[src/rtl/tanh_pack.sv]
// tanh_pack: rounds and saturates the signed Q2.12 tanh stream to signed
// Q0.7 bytes, packs LANES bytes per output word and buffers finished words
// in a small FIFO so the tanh pipeline rides through short downstream stalls.
//
// Ports:
//   clk       clock, all state on posedge
//   rst_n     asynchronous active-low reset
//   i_fx      signed Q2.12 sample
//   i_valid   i_fx / i_last valid
//   i_last    sample ends a frame, closes the partial word
//   o_ready   block accepts a sample this cycle (FIFO not full)
//   o_data    packed word, sample k in bits [8k+7:8k]
//   o_keep    byte-valid mask, contiguous from bit 0
//   o_last    word ends a frame
//   o_valid   o_data / o_keep / o_last valid (FIFO not empty)
//   i_ready   downstream accepts the word
module tanh_pack #(
   parameter int LANES = 4,
   parameter int DEPTH = 4
) (
   input  logic                 clk,
   input  logic                 rst_n,
   input  logic [13:0]          i_fx,
   input  logic                 i_valid,
   input  logic                 i_last,
   output logic                 o_ready,
   output logic [8*LANES-1:0]   o_data,
   output logic [LANES-1:0]     o_keep,
   output logic                 o_last,
   output logic                 o_valid,
   input  logic                 i_ready
);

   localparam int LCW = (LANES > 1) ? $clog2(LANES) : 1;
   localparam int PW  = $clog2(DEPTH);
   localparam int CW  = PW + 1;
   // FIFO entry layout: {last, keep, data}
   localparam int WW  = 8*LANES + LANES + 1;

   // ------------------------------------------------------------------
   // Conversion: round half up, then saturate to Q0.7
   // ------------------------------------------------------------------
   logic signed [14:0] w_sum;
   logic signed [14:0] w_s;
   logic [7:0]         w_byte;

   always_comb begin
      w_sum = $signed({i_fx[13], i_fx}) + 15'sd16;
      w_s   = w_sum >>> 5;
      if (w_s > 15'sd127)
         w_byte = 8'h7F;
      else if (w_s < -15'sd128)
         w_byte = 8'h80;
      else
         w_byte = w_s[7:0];
   end

   // ------------------------------------------------------------------
   // Packing
   // ------------------------------------------------------------------
   logic [LCW-1:0]     r_lc;
   logic [8*LANES-1:0] r_pack;
   logic [8*LANES-1:0] w_word_data;
   logic [LANES-1:0]   w_word_keep;
   logic [WW-1:0]      w_word;
   logic               w_accept;
   logic               w_complete;
   logic               w_lane_end;

   logic [CW-1:0]      r_count;
   logic [PW-1:0]      r_wr_ptr;
   logic [PW-1:0]      r_rd_ptr;
   logic [WW-1:0]      r_mem [DEPTH];
   logic [WW-1:0]      r_hold;
   logic [WW-1:0]      w_head;
   logic [WW-1:0]      w_out;
   logic               w_pop;

   // Ready depends only on the registered count, never on i_ready.
   assign o_ready    = (r_count < CW'(DEPTH));
   assign o_valid    = (r_count != '0);
   assign w_accept   = i_valid && o_ready;
   assign w_lane_end = (r_lc == LCW'(LANES-1));
   assign w_complete = w_accept && (w_lane_end || i_last);
   assign w_pop      = o_valid && i_ready;

   // The completing word is the pack register with the current byte merged
   // into lane lc. Lanes above lc are still zero because the pack register
   // is cleared on every completion.
   generate
      for (genvar gi = 0; gi < LANES; gi++) begin : g_lane
         assign w_word_data[8*gi +: 8] = (r_lc == LCW'(gi)) ? w_byte : r_pack[8*gi +: 8];
         assign w_word_keep[gi]        = (LCW'(gi) <= r_lc);
      end
   endgenerate

   assign w_word = {i_last, w_word_keep, w_word_data};

   always_ff @(posedge clk or negedge rst_n) begin
      if (!rst_n) begin
         r_lc   <= '0;
         r_pack <= '0;
      end else if (w_accept) begin
         if (w_complete) begin
            r_lc   <= '0;
            r_pack <= '0;
         end else begin
            r_lc                <= r_lc + LCW'(1);
            r_pack[8*r_lc +: 8] <= w_byte;
         end
      end
   end

   // ------------------------------------------------------------------
   // Output FIFO
   // ------------------------------------------------------------------
   // A push can never hit a full FIFO: completion requires an accept, and
   // an accept requires count < DEPTH before the push.
   always_ff @(posedge clk or negedge rst_n) begin
      if (!rst_n) begin
         for (int i = 0; i < DEPTH; i++)
            r_mem[i] <= '0;
      end else if (w_complete) begin
         r_mem[r_wr_ptr] <= w_word;
      end
   end

   always_ff @(posedge clk or negedge rst_n) begin
      if (!rst_n) begin
         r_count  <= '0;
         r_wr_ptr <= '0;
         r_rd_ptr <= '0;
      end else begin
         if (w_complete)
            r_wr_ptr <= r_wr_ptr + PW'(1);
         if (w_pop)
            r_rd_ptr <= r_rd_ptr + PW'(1);
         if (w_complete && !w_pop)
            r_count <= r_count + CW'(1);
         else if (!w_complete && w_pop)
            r_count <= r_count - CW'(1);
      end
   end

   // r_hold keeps the last popped word so the outputs stay put while empty.
   always_ff @(posedge clk or negedge rst_n) begin
      if (!rst_n)
         r_hold <= '0;
      else if (w_pop)
         r_hold <= w_head;
   end

   assign w_head = r_mem[r_rd_ptr];
   assign w_out  = o_valid ? w_head : r_hold;
   assign o_data = w_out[8*LANES-1:0];
   assign o_keep = w_out[8*LANES +: LANES];
   assign o_last = w_out[WW-1];

endmodule

[config.mk]
export PLATFORM = sky130hd
export DESIGN_NAME = tanh_pack
export DESIGN_NICKNAME = d
export VERILOG_FILES = /design/src/rtl/tanh_pack.sv
export SDC_FILE = /design/constraint.sdc
export NUM_CORES = 1
export LEC_CHECK = 0
export CORE_ASPECT_RATIO = 1.2
export CORE_MARGIN = 8
export CORE_UTILIZATION = 30
export DETAILED_ROUTE_END_ITERATION = 12
export HOLD_SLACK_MARGIN = 0.03
export PLACE_DENSITY = 0.47
export SYNTH_ARGS = -nofsm -noshare
export SYNTH_HDL_FRONTEND = slang
export SYNTH_SLANG_ARGS = --single-unit
[constraint.sdc]
create_clock -name clk -period 7 [get_ports clk]
set_input_delay 0.7 -clock clk [delete_from_list [all_inputs] [get_ports clk]]
set_output_delay 0.7 -clock clk [all_outputs]
set_load 0.01 [all_outputs]
; ---- Word-level counts from Yosys, hierarchy flattened
; Index checks and enable logic that the tools add are counted.
[word_totals]
register_bits = 226
in_bits = 19
out_inout_bits = 39
elab_cells = 64
[classes]
n_addsub = 7
magnitude_cmp = 10
eq_ne = 3
shifts = 2
muxes = 18
bitwise = 2
reduce_logical = 12
[ops]
columns = operator, n
row1 = bitwise mux 148 bit, 1
row2 = two-way mux 37 bit, 4
row3 = binary-select mux 37 bit (select 2 bit), 1
row4 = demux 37 bit (select 2 bit), 1
row5 = two-way mux 8 bit, 6
row6 = negator 5 -> 34 bit, 1
row7 = "variable shift 8 x 34 -> 32 bit, first input constant", 1
row8 = indexed part select 8 x 34 -> 32 bit, 1
row9 = bitwise mux 32 bit, 1
row10 = two-way mux 32 bit, 1
row11 = "adder 14 x 6 -> 15 bit, second input constant", 1
row12 = "> comparator 10 x 8 -> 1 bit, second input constant", 1
row13 = "< comparator 10 x 8 -> 1 bit, second input constant", 1
row14 = "adder 2 x 1 -> 2 bit, second input constant", 3
row15 = "greater-or-equal comparator 3 bit, second input constant", 2
row16 = logical AND 1 bit, 6
row17 = two-way mux 3 bit, 2
row18 = NOT 2 -> 3 bit, 2
row19 = "== test 2 bit, second input constant", 2
row20 = "less-or-equal comparator 1 x 2 -> 1 bit, first input constant", 2
row21 = "less-or-equal comparator 2 bit, first input constant", 2
row22 = "adder 3 x 1 -> 3 bit, second input constant", 1
row23 = "< comparator 3 x 1 -> 1 bit, second input constant", 1
row24 = "< comparator 3 bit, second input constant", 1
row25 = 8 further kinds, 9

; ---- Logic depth before layout (Yosys ltp)
[depth]
depth_word = 7
depth_mapped = 11
depth_no_buf = 9

; ---- Least setup slack after synthesis
; No wires, ideal clock.
[synth_timing]
path_type = input port to flip-flop
start = input i_valid
end = register r_count[2]
setup_ns = 0.080
t_arrival_ns = 2.560
required_time_ns = 6.920
slack_ns = 4.360
stages = 10
n_path_buf = 2
cell_sequence = nand2b_1 > nor2_1 > buf_2 > buf_1 > ha_1 > inv_1 > fa_1 > xor2_1 > nor2_1 > xnor2_1
[synth_via]
elab_chain_len = 5
word_cells_on_any_way = 7
classes_between = mux (1) / reduce/logical (6)
[synth_rtl]
columns = element, line_no
row1 = "start, declared", 24  ; input logic i_valid,
row2 = logical AND 1 bit *, 82  ; assign w_accept = i_valid && o_ready;
row3 = logical AND 1 bit *, 84  ; assign w_complete = w_accept && (w_lane_end || i_last);
row4 = net w_complete, 67  ; logic w_complete;
row5 = logical NOT 1 bit, 140  ; else if (!w_complete && w_pop)
row6 = logical AND 1 bit, 140
row7 = nonzero test 2 bit (no line), --
row8 = "end signal, assigned", 139  ; r_count <= r_count + CW'(1);
row9 = "end signal, assigned", 141  ; r_count <= r_count - CW'(1);
row10 = "end, declared", 70  ; logic [CW-1:0] r_count;
; Mark *: on every way through the listed nets, which the timed path passes. The rest lies on a longest branch.
; A chain may end at the register's enable or synchronous reset.

; ---- Worst setup path in the final report
[layout_timing]
start = register r_rd_ptr[0]
end = output o_data[30]
[layout_via]
elab_chain_len = 5
[layout_rtl]
columns = element, line_no
row1 = "start, declared", 72  ; logic [PW-1:0] r_rd_ptr;
row2 = "start signal, assigned", 137  ; r_rd_ptr <= r_rd_ptr + PW'(1);
row3 = NOT 2 -> 3 bit (not written as such), 153  ; assign w_head = r_mem[r_rd_ptr];
row4 = binary-select mux 37 bit (select 2 bit), 153
row5 = two-way mux 37 bit (not written as such) (2 in a row), 153
row6 = two-way mux 37 bit, 154  ; assign w_out = o_valid ? w_head : r_hold;
row7 = "end, declared", 27  ; output logic [8*LANES-1:0] o_data,
; No other way between the ends. The select of a mux whose other input is x is not followed.

==> run summary <==
======================================================================================================
Wire per inst                                                                                  19.7 um
DP Cell Count                                                                                    1,335
Number of setup buffers added after CTS                                                              0
TritonCTS clock tree                                                                               yes
Final Max Slew Viols                                                                                 0
Number of cells on the critical path                                                                 4
Final clock skew                                                                             0.0116 ns
Hold-fix buffer count after cts                                                                      0
Final period util                                                                                0.573
Total congestion overflow                                                                            0
Global-route wire length before repair                                                       44,200 um
Maximum resistive drop on vdd                                                               0.000166 V
Synth top area cells                                                                      sky130_fd_sc_hd__dfrtp_1, sky130_fd_sc_hd__mux2_2, sky130_fd_sc_hd__mux4_2, sky130_fd_sc_hd__o221ai_1, sky130_fd_sc_hd__nand2_1
Leading cell types in the layout, fill and taps excluded                                  sky130_fd_sc_hd__dfrtp_1, sky130_fd_sc_hd__nand2_1, sky130_fd_sc_hd__mux2_2, sky130_fd_sc_hd__o21ai_0, sky130_fd_sc_hd__o221ai_1
H-tree levels                                                                                        1
Maximum number of buffers from clock root to sink                                                    3
Slowest stage delay, CP                                                                        0.84 ns
Synth-to-layout area growth                                                                      16.1%
Type of the worst setup path                                                              flip-flop to output pin
Filler Cells Inserted                                                                            3,439
Sequential share of the synthesized area                                                         0.529
Clk_lat worst skew                                                                             0.52 ns
Cell variety after synth                                                                            44
Number of DRC markers after the initial detailed-route iteration                                   515
DIE AREA                                                                                   41,900 um^2
Critical Path Source                                                                      r_rd_ptr[0]$_DFFE_PN0P_
Starting utilization of the core area                                                            0.305
Largest net degree at the start of global routing                                                  106
Die width                                                                                       188 um
CTS Root Buffer Type                                                                      sky130_fd_sc_hd__clkbuf_16
GRT Overall Usage                                                                                0.132
Number of global-route vias before repair                                                        7,307
Standard cell with the maximum stage delay on the critical path                           sky130_fd_sc_hd__dfrtp_2
Chip Height                                                                                     223 um
Buf/Inv on CP                                                                                        2
Static Leakage                                                                                 5.34 nW
Drt first pass iters                                                                                 5
Worst R2R Start                                                                           r_lc[0]$_DFFE_PN0P_
Post-Synthesis Cells                                                                               866
DRC viols                                                                                            0
RSZ-0062 raised after global routing                                                             false
DRT antenna net count                                                                                0
Max Freq                                                                                     0.249 GHz
Kind of path behind the tightest hold check                                               input pin to asynchronous set/reset pin
Ratio of cells with drive above 1 in the final layout                                            0.238
Count of synthesis-stage warnings from yosys                                                         0
Count of buffers inserted at the top-level ports                                                    53
Min Clock Period, post-route                                                                   4.01 ns
Most common cell after layout, fill and taps aside                                        sky130_fd_sc_hd__dfrtp_1
Total wirelength of the detailed-routed design                                               27,200 um
Critical-path maximum fanout                                                                        22
WP data required                                                                               6.30 ns
Kind of launch point of the worst setup path                                                 flip-flop
Detailed-route vias per instance                                                                  5.04
Cell area after technology mapping                                                         10,700 um^2
Antenna cell count                                                                                   0
Pin slew with the least headroom to its limit                                                  1.18 ns
Row count                                                                                           75
Hold Vio Cnt, Final                                                                                  0
Total CTS buffers                                                                                   25
TritonCTS sink count                                                                               226
Initial antenna violation count                                                                      0
Result of the run                                                                         complete, no violations
Max_cap viols                                                                                        0
Area inside the core boundary                                                              35,000 um^2
Worst EP arrival                                                                               3.31 ns
Aggregate negative setup slack                                                                    0 ns
Share of flip-flops with an asynchronous set or reset after synthesis                             1.00
Dominant register cell in the synthesized netlist                                         sky130_fd_sc_hd__dfrtp_1
R2r worst-path depth                                                                                 6
Crit path capture type                                                                      output pin
Post-Syn Nets                                                                                      898
Number of gates given a new drive strength after cts                                                 0
Count of pins on the block boundary                                                                 58
Average cell area after synthesis                                                            12.3 um^2
DP Wirelength                                                                                16,800 um
Post-synth top area cell                                                                  sky130_fd_sc_hd__dfrtp_1
Number of synthesized flops with an enable pin                                                       0
Number of register bits inferred by synthesis                                                      226
Area share of the leading cell type in the synthesized netlist                                   0.529
Crit-path leading delay family                                                            buffers and inverters
Nets                                                                                               932
Non-filler cells in the finished layout                                                          1,381
Final setup violating endpoints                                                                      0
Pwr per Cell Area                                                                          419 nW/um^2
Ordered cell list for the critical path                                                   buf_4 -> mux4_2 -> mux2_2 -> clkdlybuf4s50_1
Relative slew slack                                                                              0.212
Number of vias after detailed routing                                                            6,967
Final weighted congestion in routability-driven placement                                        0.727
Clock transition at the register clock pins on the worst setup and hold paths after CTS        0.06 ns
======================================================================================================
report_power, final:
part	switching, mW	internal [mW]	leakage, nW	total, mW
registers	0.273	1.77	3.02	2.04
clock network	0.530	0.728	0.391	1.26
logic	0.880	1.02	1.93	1.90
stage by stage:
stage	setup WS (ns)	hold WS, ns	area (um^2)	power (mW)	util
4_1_cts	2.85	0.277	12400	5.30	0.354
3_3_place_gp	3.38	0.447	11600	3.99	0.332
3_5_place_dp	3.41	0.450	11600	4.02	0.332
5_1_grt	2.75	0.278	12400	5.57	0.354
2_1_floorplan	4.36	0.404	10700	3.29	-
6_report	2.99	0.222	12400	5.20	0.354
cells by family (layout without fill, tap and decap cells):
kind of cell	count (synthesis)	count (layout)	share of synthesized area
DFF	226	226	0.529
buffers and inverters	72	125	0.0313
AOI/OAI and AO/OA	154	154	0.104
muxes	173	173	0.219
and+or+nand+nor	217	217	0.0916
xor gates and xnor gates	11	11	0.00902
adders and majority gates	13	13	0.0159
cell usage after synthesis (2+ instances only):
library cell                 n
sky130_fd_sc_hd__nand4_2     2
sky130_fd_sc_hd__nor2b_1    14
sky130_fd_sc_hd__nand3_1     6
sky130_fd_sc_hd__nand4_1     2
sky130_fd_sc_hd__and2_1      5
sky130_fd_sc_hd__a21oi_1     6
sky130_fd_sc_hd__o21ai_0    68
sky130_fd_sc_hd__nand2b_1   22
sky130_fd_sc_hd__mux2i_1    24
sky130_fd_sc_hd__buf_6       4
sky130_fd_sc_hd__nor2_1     12
sky130_fd_sc_hd__mux4_2     37
sky130_fd_sc_hd__xnor2_1     9
sky130_fd_sc_hd__xor2_1      2
sky130_fd_sc_hd__nand3b_1    2
sky130_fd_sc_hd__o221ai_1   64
sky130_fd_sc_hd__buf_2      17
sky130_fd_sc_hd__ha_1       12
sky130_fd_sc_hd__a21boi_4    4
sky130_fd_sc_hd__clkbuf_1   33
sky130_fd_sc_hd__dfrtp_1   226
sky130_fd_sc_hd__nand2_1   145
sky130_fd_sc_hd__mux2_2    112
sky130_fd_sc_hd__a31oi_1     5
sky130_fd_sc_hd__buf_1       4
sky130_fd_sc_hd__inv_1      11
flip-flops by register name, indices dropped and copies added, names as in the netlist:
name      cells
r_mem       148
r_wr_ptr      2
r_hold       37
r_lc          2
r_pack       32
r_rd_ptr      2
r_count       3
worst paths after layout:
kind                                           to  slack, ns
setup reg to reg            r_mem[29]$_DFFE_PN0P_       3.81
max in group asynchronous  r_pack[16]$_DFFE_PN0P_       5.32
setup / recovery                       o_data[30]       2.99
hold reg to reg             r_mem[69]$_DFFE_PN0P_       0.46
min in group clk            r_mem[69]$_DFFE_PN0P_       0.46
hold / removal             r_hold[32]$_DFFE_PN0P_       0.22
layer usage:
layer | track usage | wire [um] | vias to the layer above
met5 | 0 | 0 | -
met4 | 0.0285 | 401 | 0
met3 | 0.0157 | 958 | 26
met2 | 0.216 | 13100 | 141
met1 | 0.184 | 12800 | 3571
li1 | - | - | 3229
cell type report:
cell class	instances	area [um^2]	share of cell area
Sequential cell	226	5660	0.456
Clock buffer	34	689	0.0556
Clock inverter	12	91.3	0.00736
Tap cell	462	578	0.0466
Inverter	11	41.3	0.00333
Timing Repair Buffer	68	648	0.0522
Multi-Input combinational cell	568	4700	0.379
Note: power is estimated with default switching activity, not from simulation.
